## src/rtl/hc194_seq_pkg.sv

```systemverilog
// Shared types and constants for the hc194 command sequencer.
// Build option: define HC194_SEQ_ROT_EN to enable the ROT (rotate) command.
package hc194_seq_pkg;

  localparam int unsigned NIB_W  = 4;
  localparam int unsigned MODE_W = 2;

  // Command opcodes as presented on cmd_op
  typedef enum logic [1:0] {
    OP_LOAD = 2'b00,
    OP_SHR  = 2'b01,
    OP_SHL  = 2'b10,
    OP_ROT  = 2'b11
  } op_e;

  // Mode select values driven onto the shift register's S pins
  localparam logic [MODE_W-1:0] MODE_HOLD = 2'b00;
  localparam logic [MODE_W-1:0] MODE_SHR  = 2'b01;
  localparam logic [MODE_W-1:0] MODE_SHL  = 2'b10;
  localparam logic [MODE_W-1:0] MODE_LOAD = 2'b11;

  // Sequencer states
  typedef enum logic [1:0] {
    ST_IDLE = 2'b00,
    ST_LOAD = 2'b01,
    ST_RUN  = 2'b10,
    ST_FIN  = 2'b11
  } state_e;

endpackage

```

## src/rtl/hc194_seq_cnt.sv

```systemverilog
// Loadable down counter for the shift run length, with a registered last flag (value==1).
module hc194_seq_cnt #(
  parameter int unsigned CNT_W = 4
) (
  input  logic             clk_i,
  input  logic             rst_n_i,
  input  logic             load_i,
  input  logic             dec_i,
  input  logic [CNT_W-1:0] val_i,
  output logic             last_o
);

  logic [CNT_W-1:0] cnt_q;
  logic [CNT_W-1:0] cnt_d;

  // Next count: load wins over decrement; never wraps below zero
  always_comb begin
    cnt_d = cnt_q;
    if (load_i) begin
      cnt_d = val_i;
    end else if (dec_i && (cnt_q != '0)) begin
      cnt_d = cnt_q - CNT_W'(1);
    end
  end

  // Count register and last flag kept in step with it
  always_ff @(posedge clk_i or negedge rst_n_i) begin
    if (!rst_n_i) begin
      cnt_q  <= '0;
      last_o <= 1'b0;
    end else begin
      cnt_q  <= cnt_d;
      last_o <= (cnt_d == CNT_W'(1));
    end
  end

endmodule

```

## src/rtl/hc194_seq.sv

```systemverilog
// Command sequencer driving mode/data/serial pins of a 4-bit universal shift register.
// Build option: HC194_SEQ_ROT_EN enables ROT; otherwise ROT completes at once with err.
module hc194_seq
  import hc194_seq_pkg::*;
#(
  parameter int unsigned CNT_W = 4
) (
  input  logic              Clk,
  input  logic              MR,
  input  logic              cmd_valid,
  output logic              cmd_ready,
  input  logic [1:0]        cmd_op,
  input  logic [NIB_W-1:0]  cmd_data,
  input  logic [CNT_W-1:0]  cmd_count,
  input  logic              cmd_fill,
  input  logic [NIB_W-1:0]  q_fb,
  output logic [MODE_W-1:0] S,
  output logic [NIB_W-1:0]  D,
  output logic              DSR,
  output logic              DSL,
  output logic              busy,
  output logic              done,
  output logic              err
);

  state_e             state_q, state_d;
  op_e                op_q, op_d;
  logic [NIB_W-1:0]   data_q, data_d;
  logic               fill_q, fill_d;
  logic [MODE_W-1:0]  s_q, s_d;
  logic [NIB_W-1:0]   d_q, d_d;
  logic               dsr_q, dsr_d;
  logic               dsl_q, dsl_d;
  logic               busy_q, busy_d;
  logic               done_q, done_d;
  logic               err_q, err_d;
  logic               ready_q, ready_d;
  logic               accept_c;
  logic               cnt_load_c;
  logic               cnt_dec_c;
  logic               cnt_last;
  logic               unused_q_fb;

  assign accept_c    = cmd_valid & ready_q;
  assign unused_q_fb = ^q_fb;

  // Run-length counter
  hc194_seq_cnt #(.CNT_W(CNT_W)) u_cnt (
    .clk_i   (Clk),
    .rst_n_i (MR),
    .load_i  (cnt_load_c),
    .dec_i   (cnt_dec_c),
    .val_i   (cmd_count),
    .last_o  (cnt_last)
  );

  // Next state, latched command fields and next registered outputs
  always_comb begin
    state_d    = state_q;
    op_d       = op_q;
    data_d     = data_q;
    fill_d     = fill_q;
    cnt_load_c = 1'b0;
    cnt_dec_c  = 1'b0;
    done_d     = 1'b0;
    err_d      = 1'b0;
    s_d        = MODE_HOLD;
    d_d        = '0;
    dsr_d      = 1'b0;
    dsl_d      = 1'b0;

    unique case (state_q)
      ST_IDLE, ST_FIN: begin
        if (accept_c) begin
          op_d       = op_e'(cmd_op);
          data_d     = cmd_data;
          fill_d     = cmd_fill;
          cnt_load_c = 1'b1;
          if (op_e'(cmd_op) == OP_LOAD) begin
            state_d = ST_LOAD;
`ifndef HC194_SEQ_ROT_EN
          end else if (op_e'(cmd_op) == OP_ROT) begin
            // Rotate not built: finish immediately and flag it
            state_d = ST_FIN;
            err_d   = 1'b1;
`endif
          end else if (cmd_count == '0) begin
            state_d = ST_FIN;
            done_d  = 1'b1;
          end else begin
            state_d = ST_RUN;
          end
        end else begin
          state_d = ST_IDLE;
        end
      end
      ST_LOAD: begin
        state_d = ST_FIN;
        done_d  = 1'b1;
      end
      ST_RUN: begin
        cnt_dec_c = 1'b1;
        if (cnt_last) begin
          state_d = ST_FIN;
          done_d  = 1'b1;
        end
      end
      default: state_d = ST_IDLE;
    endcase

    busy_d  = (state_d == ST_LOAD) || (state_d == ST_RUN);
    ready_d = (state_d == ST_IDLE) || (state_d == ST_FIN);

    // Pin values for the cycle following this edge
    if (state_d == ST_LOAD) begin
      s_d = MODE_LOAD;
      d_d = data_d;
    end else if (state_d == ST_RUN) begin
      unique case (op_d)
        OP_SHR: begin
          s_d   = MODE_SHR;
          dsr_d = fill_d;
        end
        OP_SHL: begin
          s_d   = MODE_SHL;
          dsl_d = fill_d;
        end
`ifdef HC194_SEQ_ROT_EN
        OP_ROT:  s_d = MODE_SHR;
`endif
        default: s_d = MODE_HOLD;
      endcase
    end
  end

  // State and output registers
  always_ff @(posedge Clk or negedge MR) begin
    if (!MR) begin
      state_q <= ST_IDLE;
      op_q    <= OP_LOAD;
      data_q  <= '0;
      fill_q  <= 1'b0;
      s_q     <= MODE_HOLD;
      d_q     <= '0;
      dsr_q   <= 1'b0;
      dsl_q   <= 1'b0;
      busy_q  <= 1'b0;
      done_q  <= 1'b0;
      err_q   <= 1'b0;
      ready_q <= 1'b0;
    end else begin
      state_q <= state_d;
      op_q    <= op_d;
      data_q  <= data_d;
      fill_q  <= fill_d;
      s_q     <= s_d;
      d_q     <= d_d;
      dsr_q   <= dsr_d;
      dsl_q   <= dsl_d;
      busy_q  <= busy_d;
      done_q  <= done_d;
      err_q   <= err_d;
      ready_q <= ready_d;
    end
  end

  assign cmd_ready = ready_q;
  assign S         = s_q;
  assign D         = d_q;
  assign DSL       = dsl_q;
  assign busy      = busy_q;
  assign done      = done_q;
  assign err       = err_q;

`ifdef HC194_SEQ_ROT_EN
  // Rotate feeds the register's top bit straight back into its serial-right input
  assign DSR = ((state_q == ST_RUN) && (op_q == OP_ROT)) ? q_fb[NIB_W-1] : dsr_q;
`else
  assign DSR = dsr_q;
`endif

endmodule

```

## config.mk

```make
export PLATFORM = sky130hd
export DESIGN_NAME = hc194_seq
export DESIGN_NICKNAME = d
export VERILOG_FILES = /design/src/rtl/hc194_seq_pkg.sv /design/src/rtl/hc194_seq_cnt.sv /design/src/rtl/hc194_seq.sv
export SDC_FILE = /design/constraint.sdc
export NUM_CORES = 1
export LEC_CHECK = 0
export CORE_MARGIN = 3
export CORE_UTILIZATION = 38
export CTS_CLUSTER_DIAMETER = 60
export CTS_CLUSTER_SIZE = 30
export DETAILED_ROUTE_END_ITERATION = 10
export GPL_TIMING_DRIVEN = 1
export PLACE_DENSITY_LB_ADDON = 0.15
export SYNTH_ARGS = -nofsm -noshare
export SYNTH_HDL_FRONTEND = slang
export SYNTH_SLANG_ARGS = --single-unit
export TNS_END_PERCENT = 20
```

## constraint.sdc

```tcl
create_clock -name Clk -period 2.3 [get_ports Clk]
set_input_delay 0.23 -clock Clk [delete_from_list [all_inputs] [get_ports Clk]]
set_output_delay 0.23 -clock Clk [all_outputs]
set_load 0.1 [all_outputs]
```

==> run summary, run 1 <==
status: finished, final reports clean
Reg clk slew, reported paths: 0.13 ns
H-tree depth: 1
source of the critical timing path: state_q[0]
top area cells in the synthesized netlist: dfrtp_1 56%, nand2_1 6.8%, ha_1 5.4%
Pins Over Slew Limit: 0
RSZ-0062 raised after global routing: no
Final Hold Fails: 0
reg2reg path depth: 9
Sw Pwr: 1030 uW
CP arrival: 2.35 ns
1st-iter DRT viols: 32
CTS tree: built
Clk pwr share: 13.7%
post-synthesis sequential area ratio: 55.7%
Synthesized Nets: 133
Die X: 61.4 um
Starting Density: 40.9%
FF+latch count, synth: 26
library cells used by synthesis: 31
DIE AREA: 3770 um^2
Remaining DRCs: 0
Worst Path Required: 2.54 ns
diodes inserted: 0
YS warnings: 0
first-pass GRT wire length: 3720 um
dpl hpwl: 1690 um
Bufs on Longest Clock Path: 2
post-CTS sizing: 0
reg-to-reg endpoint: DSR
# Max-Cap Violations: 0
Worst path slowest cell: or3_1
Clock Skews: 0.00179 ns
worst-path fanout max: 5
via count: 847
clk root buf: clkbuf_4
TritonCTS Sinks: 26
Synth area leader: dfrtp_1
Die Span Y: 61.4 um
post-route minimum period: 2.11 ns
Core Box Area: 2850 um^2
cell area after synthesis: 1170 um^2
sw frac: 46.7%
initial antenna violation count: 0
critical path's top delay family: simple AND/OR/NAND/NOR gates
worst path bufs/invs: 2
share of cells above drive strength 1: 18.6%
Min Hold Slack: 0.259 ns
setup_tns: 0 ns
Avg WL per Cell: 13.0 um
Seq pwr share: 32.0%
Synth top area share: 55.7%
num rows: 19
vias in the first global route: 888
fill cell count: 271
final core utilization: 52.1%
I/O Buffers: 25
worst skew pair latency: 0.31 ns
Worst setup SP type: register
Syn Area/Cell: 10.6 um^2
Setup-failing EPs final: 0
commonest non-fill, non-tap cells in the layout: 26 x dfrtp_1, 21 x nand2_1, 17 x buf_4
commonest non-fill, non-tap cell in the layout: dfrtp_1
Final period util: 91.5%
layout net count: 164
drt via density: 4.95
IO Pins: 30
Crit. End Element: register
static leakage: 0.000751 uW
Power Internal: 1180 uW
cells along the critical path: inv_1 -> ha_1 -> nand3_1 -> o22ai_1 -> or3_1 -> inv_1 -> ha_1 -> o21ai_0 -> nor3_1
drt first pass iters: 2
Worst Max-Slew Pin Slew: 0.572 ns
Comb power frac: 54.3%
CTS Hold Bufs: 0
Reg2Reg Setup Slack: 0.19 ns
Setup Buffers After CTS: 0
Area Overhead vs Synth: 27.3%
Critical Path Max Stage Delay: 0.42 ns
Final Wtd Congestion: 0.749
Max transition margin: 61.9%
Routed Antenna Nets: 0
largest net degree at the start of global routing: 27
Reg-to-Reg Start: state_q[0]
global route overflow: 0
GRT Total Usage: 13.5%
final WL: 2220 um
Syn Inst Count: 110
VDD IR max: 0.000919 V
Crit Path Class: register to register
Pwr Density: 1490 nW/um^2
Hold WC Path Type: primary input to asynchronous set/reset pin
Inserted Clock Buffers: 3
maximum clock frequency: 0.475 GHz
==> layout make-up <==
type	instances	area [um^2]	area share, %
Multi-Input combinational cell	70	449	30.2
Clock buffer	3	22.5	1.52
Clock inverter	1	30.0	2.02
Timing Repair Buffer	30	258	17.3
Sequential cell	26	651	43.8
Tap cell	31	38.8	2.61
Inverter	10	37.5	2.53
==> metal layers <==
layer,track usage [%],share of wire [%]
met1,17.1,47
met2,22.5,47
met3,2.73,4.8
met4,5.45,0.77
met5,0,0
==> how the worst max path moves through the flow <==
stage / endpoint / depth (start not counted)
floorplan: DSR / 7
global placement: DSR / 8
detailed placement: DSR / 8
CTS: DSR / 9
global route: DSR / 9
finish: DSR / 9
==> through the flow <==
| step | instances | total power [uW] | setup slack [ns] | instance area (um^2) |
|---|---|---|---|---|
| 2_1_floorplan | 110 | 1670 | 0.115 | 1170 |
| 6_report | 171 | 2220 | 0.195 | 1490 |
| 3_5_place_dp | 167 | 1940 | 0.133 | 1430 |
| 3_3_place_gp | 167 | 1900 | 0.201 | 1430 |
| 5_1_grt | 171 | 2370 | 0.0223 | 1490 |
| 4_1_cts | 171 | 2250 | 0.162 | 1490 |
==> worst reg2reg max path, delay by kind of cell, from the launching register on <==
kind,cells,cell delay [ns]
buffers and inverters,2,0.13
adders and majority gates,2,0.52
DFF,1,0.39
and+or+nand+nor,3,0.76
AOI/OAI and AO/OA,2,0.24
==> flip-flops by register name, summed over array words and instances, names as in the netlist <==
register / flops
u_cnt.cnt_q: 4
fill_q: 1
cmd_ready: 1
op_q: 2
D: 4
u_cnt.last_o: 1
busy: 1
data_q: 4
DSL: 1
DSR: 1
state_q: 2
err: 1
done: 1
S: 2
==> synth_stat cells <==
master and instances:
buf_6 1, nand2_1 21, nand2b_1 2, dfrtp_1 26, nor3b_1 4, o21a_1 1, a31o_1 1, ha_1 5
clkbuf_1 1, and2_1 4, xor2_1 1, nor4b_1 1, a21oi_1 4, or3b_4 1, and4_2 1, nor3_1 2
a21o_1 1, and4b_2 1, nor2_1 5, o22ai_1 1, mux2i_1 2, o21ai_0 3, nand3_1 1, or4_1 1
or3_1 1, a211oi_1 2, inv_1 10, o22a_4 1, nor4_2 1, and3_1 2, buf_4 2
==> kinds of logic (layout without fill, tap and decap cells) <==
family | after synthesis | in the layout | synth area share [%]
adders and majority gates | 5 | 5 | 5.36
DFF | 26 | 26 | 55.7
AOI/OAI and AO/OA | 14 | 14 | 8.36
muxes | 2 | 2 | 1.71
and+or+nand+nor | 48 | 48 | 22.3
buffers and inverters | 14 | 44 | 5.79
xor gates and xnor gates | 1 | 1 | 0.750
==> power groups by stage <==
stage               Sequential [uW]  Clock (uW)  Combinational, uW
finish                          709         304               1200
CTS                             710         317               1220
global placement                711           0               1190
floorplan                      1130           0                536
global route                    728         331               1310
detailed placement              718           0               1220
No activity file was read; power rests on OpenSTA's default activity.
==> run 2, diff against run 1 <==
HOLD_SLACK_MARGIN = 0.08   (was default)
MAX_ROUTING_LAYER = met4   (was default)
==> run 2 against run 1 <==
- count of clock-buffer cells in the layout unchanged
- clock skew about the same
- fmax hardly changed
==> run summary, run 2 (synthesis results as in run 1) <==
status: finished, final reports clean
Die X: 61.4 um
worst-path fanout max: 5
CTS Hold Bufs: 0
Post-Place Worst Slack: 0.133 ns
CP arrival: 2.35 ns
worst skew pair latency: 0.31 ns
largest net degree at the start of global routing: 27
CP Depth: 9
Sw Pwr: 1030 uW
Final Hold Fails: 0
num rows: 19
Avg WL per Cell: 13.0 um
Comb power frac: 54.3%
Seq pwr share: 32.0%
Setup Buffers After CTS: 0
Reg-to-Reg Start: state_q[0]
reg-to-reg endpoint: DSR
1st-iter DRT viols: 32
diodes inserted: 0
dpl hpwl: 1690 um
reg2reg path depth: 9
IO Pins: 30
Remaining DRCs: 0
VDD IR max: 0.000919 V
Die Span Y: 61.4 um
layout net count: 164
Tot Pwr: 2220 uW
Routed Antenna Nets: 0
Critical Path Max Stage Delay: 0.42 ns
fill cell count: 271
post-route minimum period: 2.11 ns
Hold WC Path Type: primary input to asynchronous set/reset pin
Core Box Area: 2850 um^2
Max transition margin: 61.9%
static leakage: 0.000751 uW
share of cells above drive strength 1: 18.6%
initial antenna violation count: 0
drt via density: 4.95
global route overflow: 0
placed cell areas: 1430 um^2
maximum clock frequency: 0.475 GHz
commonest non-fill, non-tap cell in the layout: dfrtp_1
commonest non-fill, non-tap cells in the layout: 26 x dfrtp_1, 21 x nand2_1, 17 x buf_4
vias in the first global route: 888
# Max-Cap Violations: 0
first-pass GRT wire length: 3720 um
GRT Total Usage: 13.9%
CTS tree: built
drt first pass iters: 2
Clock Skews: 0.00180 ns
Pwr Density: 1490 nW/um^2
final WL: 2220 um
Inserted Clock Buffers: 3
worst path bufs/invs: 2
setup_tns: 0 ns
Final Wtd Congestion: 0.759
Final Worst Setup Slack: 0.195 ns
cell area after layout: 1490 um^2
clk root buf: clkbuf_4
Worst path slowest cell: or3_1
Crit Path Class: register to register
Setup-failing EPs final: 0
Final period util: 91.5%
I/O Buffers: 25
RSZ-0062 raised after global routing: no
Reg clk slew, reported paths: 0.13 ns
critical path's top delay family: simple AND/OR/NAND/NOR gates
Pins Over Slew Limit: 0
Crit. End Element: register
Power Internal: 1180 uW
Worst setup SP type: register
via count: 847
post-CTS sizing: 0
DIE AREA: 3770 um^2
Area Overhead vs Synth: 27.3%
sw frac: 46.7%
Reg2Reg Setup Slack: 0.19 ns
Bufs on Longest Clock Path: 2
Worst Max-Slew Pin Slew: 0.572 ns
H-tree depth: 1
Worst Path Required: 2.54 ns
source of the critical timing path: state_q[0]
cells along the critical path: inv_1 -> ha_1 -> nand3_1 -> o22ai_1 -> or3_1 -> inv_1 -> ha_1 -> o21ai_0 -> nor3_1
Starting Density: 40.9%
TritonCTS Sinks: 26
Clk pwr share: 13.7%
## run 2: cell counts in the layout (fill, tap and decap cells not counted)
Identical to the previous run, type by type.
## run 2: cell type report
type / instances / area, um^2 / share of cell area [%]
inverters: 10 / 37.5 / 2.53
flip-flops and latches: 26 / 651 / 43.8
well taps: 31 / 38.8 / 2.61
repair buffers: 30 / 258 / 17.3
multi-input cells: 70 / 449 / 30.2
clock inverters: 1 / 30.0 / 2.02
clock buffers: 3 / 22.5 / 1.52
## run 2: power groups by stage
stage / combinational [uW] / sequential, uW / clock [uW]
6_report: 1200 / 709 / 304
5_1_grt: 1310 / 728 / 331
4_1_cts: 1220 / 710 / 317
3_5_place_dp: 1220 / 718 / 0
3_3_place_gp: 1190 / 711 / 0
2_1_floorplan: 536 / 1130 / 0
## run 2: worst max path at each step
stage                     slack [ns]   to
after detailed placement        0.13  DSR
after global placement          0.20  DSR
after global routing            0.02  DSR
after floorplan                 0.11  DSR
after CTS                       0.16  DSR
final                           0.19  DSR
## run 2: through the flow
stage / cells / utilization, % / hold slack (ns)
after floorplan: 110 / - / -0.0656
after global placement: 167 / 50.3 / 0.446
after detailed placement: 167 / 50.3 / 0.452
after CTS: 171 / 52.1 / 0.259
after global routing: 171 / 52.1 / 0.268
final: 171 / 52.1 / 0.259
## run 2: metal layers
metal,up-vias,GRT usage (%),part of all wire [%]
li1,424,-,-
met5,-,-,0
met4,0,5.45,0.77
met2,16,22.5,47
met3,2,2.52,4.3
met1,405,17.2,47
## run 2: worst register-to-register path: cells and delay by family, from the launching register on
| family | cells | cell delay [ns] |
|---|---|---|
| and+or+nand+nor | 3 | 0.76 |
| DFF | 1 | 0.39 |
| AOI/OAI and AO/OA | 2 | 0.24 |
| buffers and inverters | 2 | 0.13 |
| adders and majority gates | 2 | 0.52 |
==> run 3, diff against run 2 <==
CAP_MARGIN = 20   (was default)
==> results of run 3 <==
Final layout, timing and power as in run 2 (identical DEF).
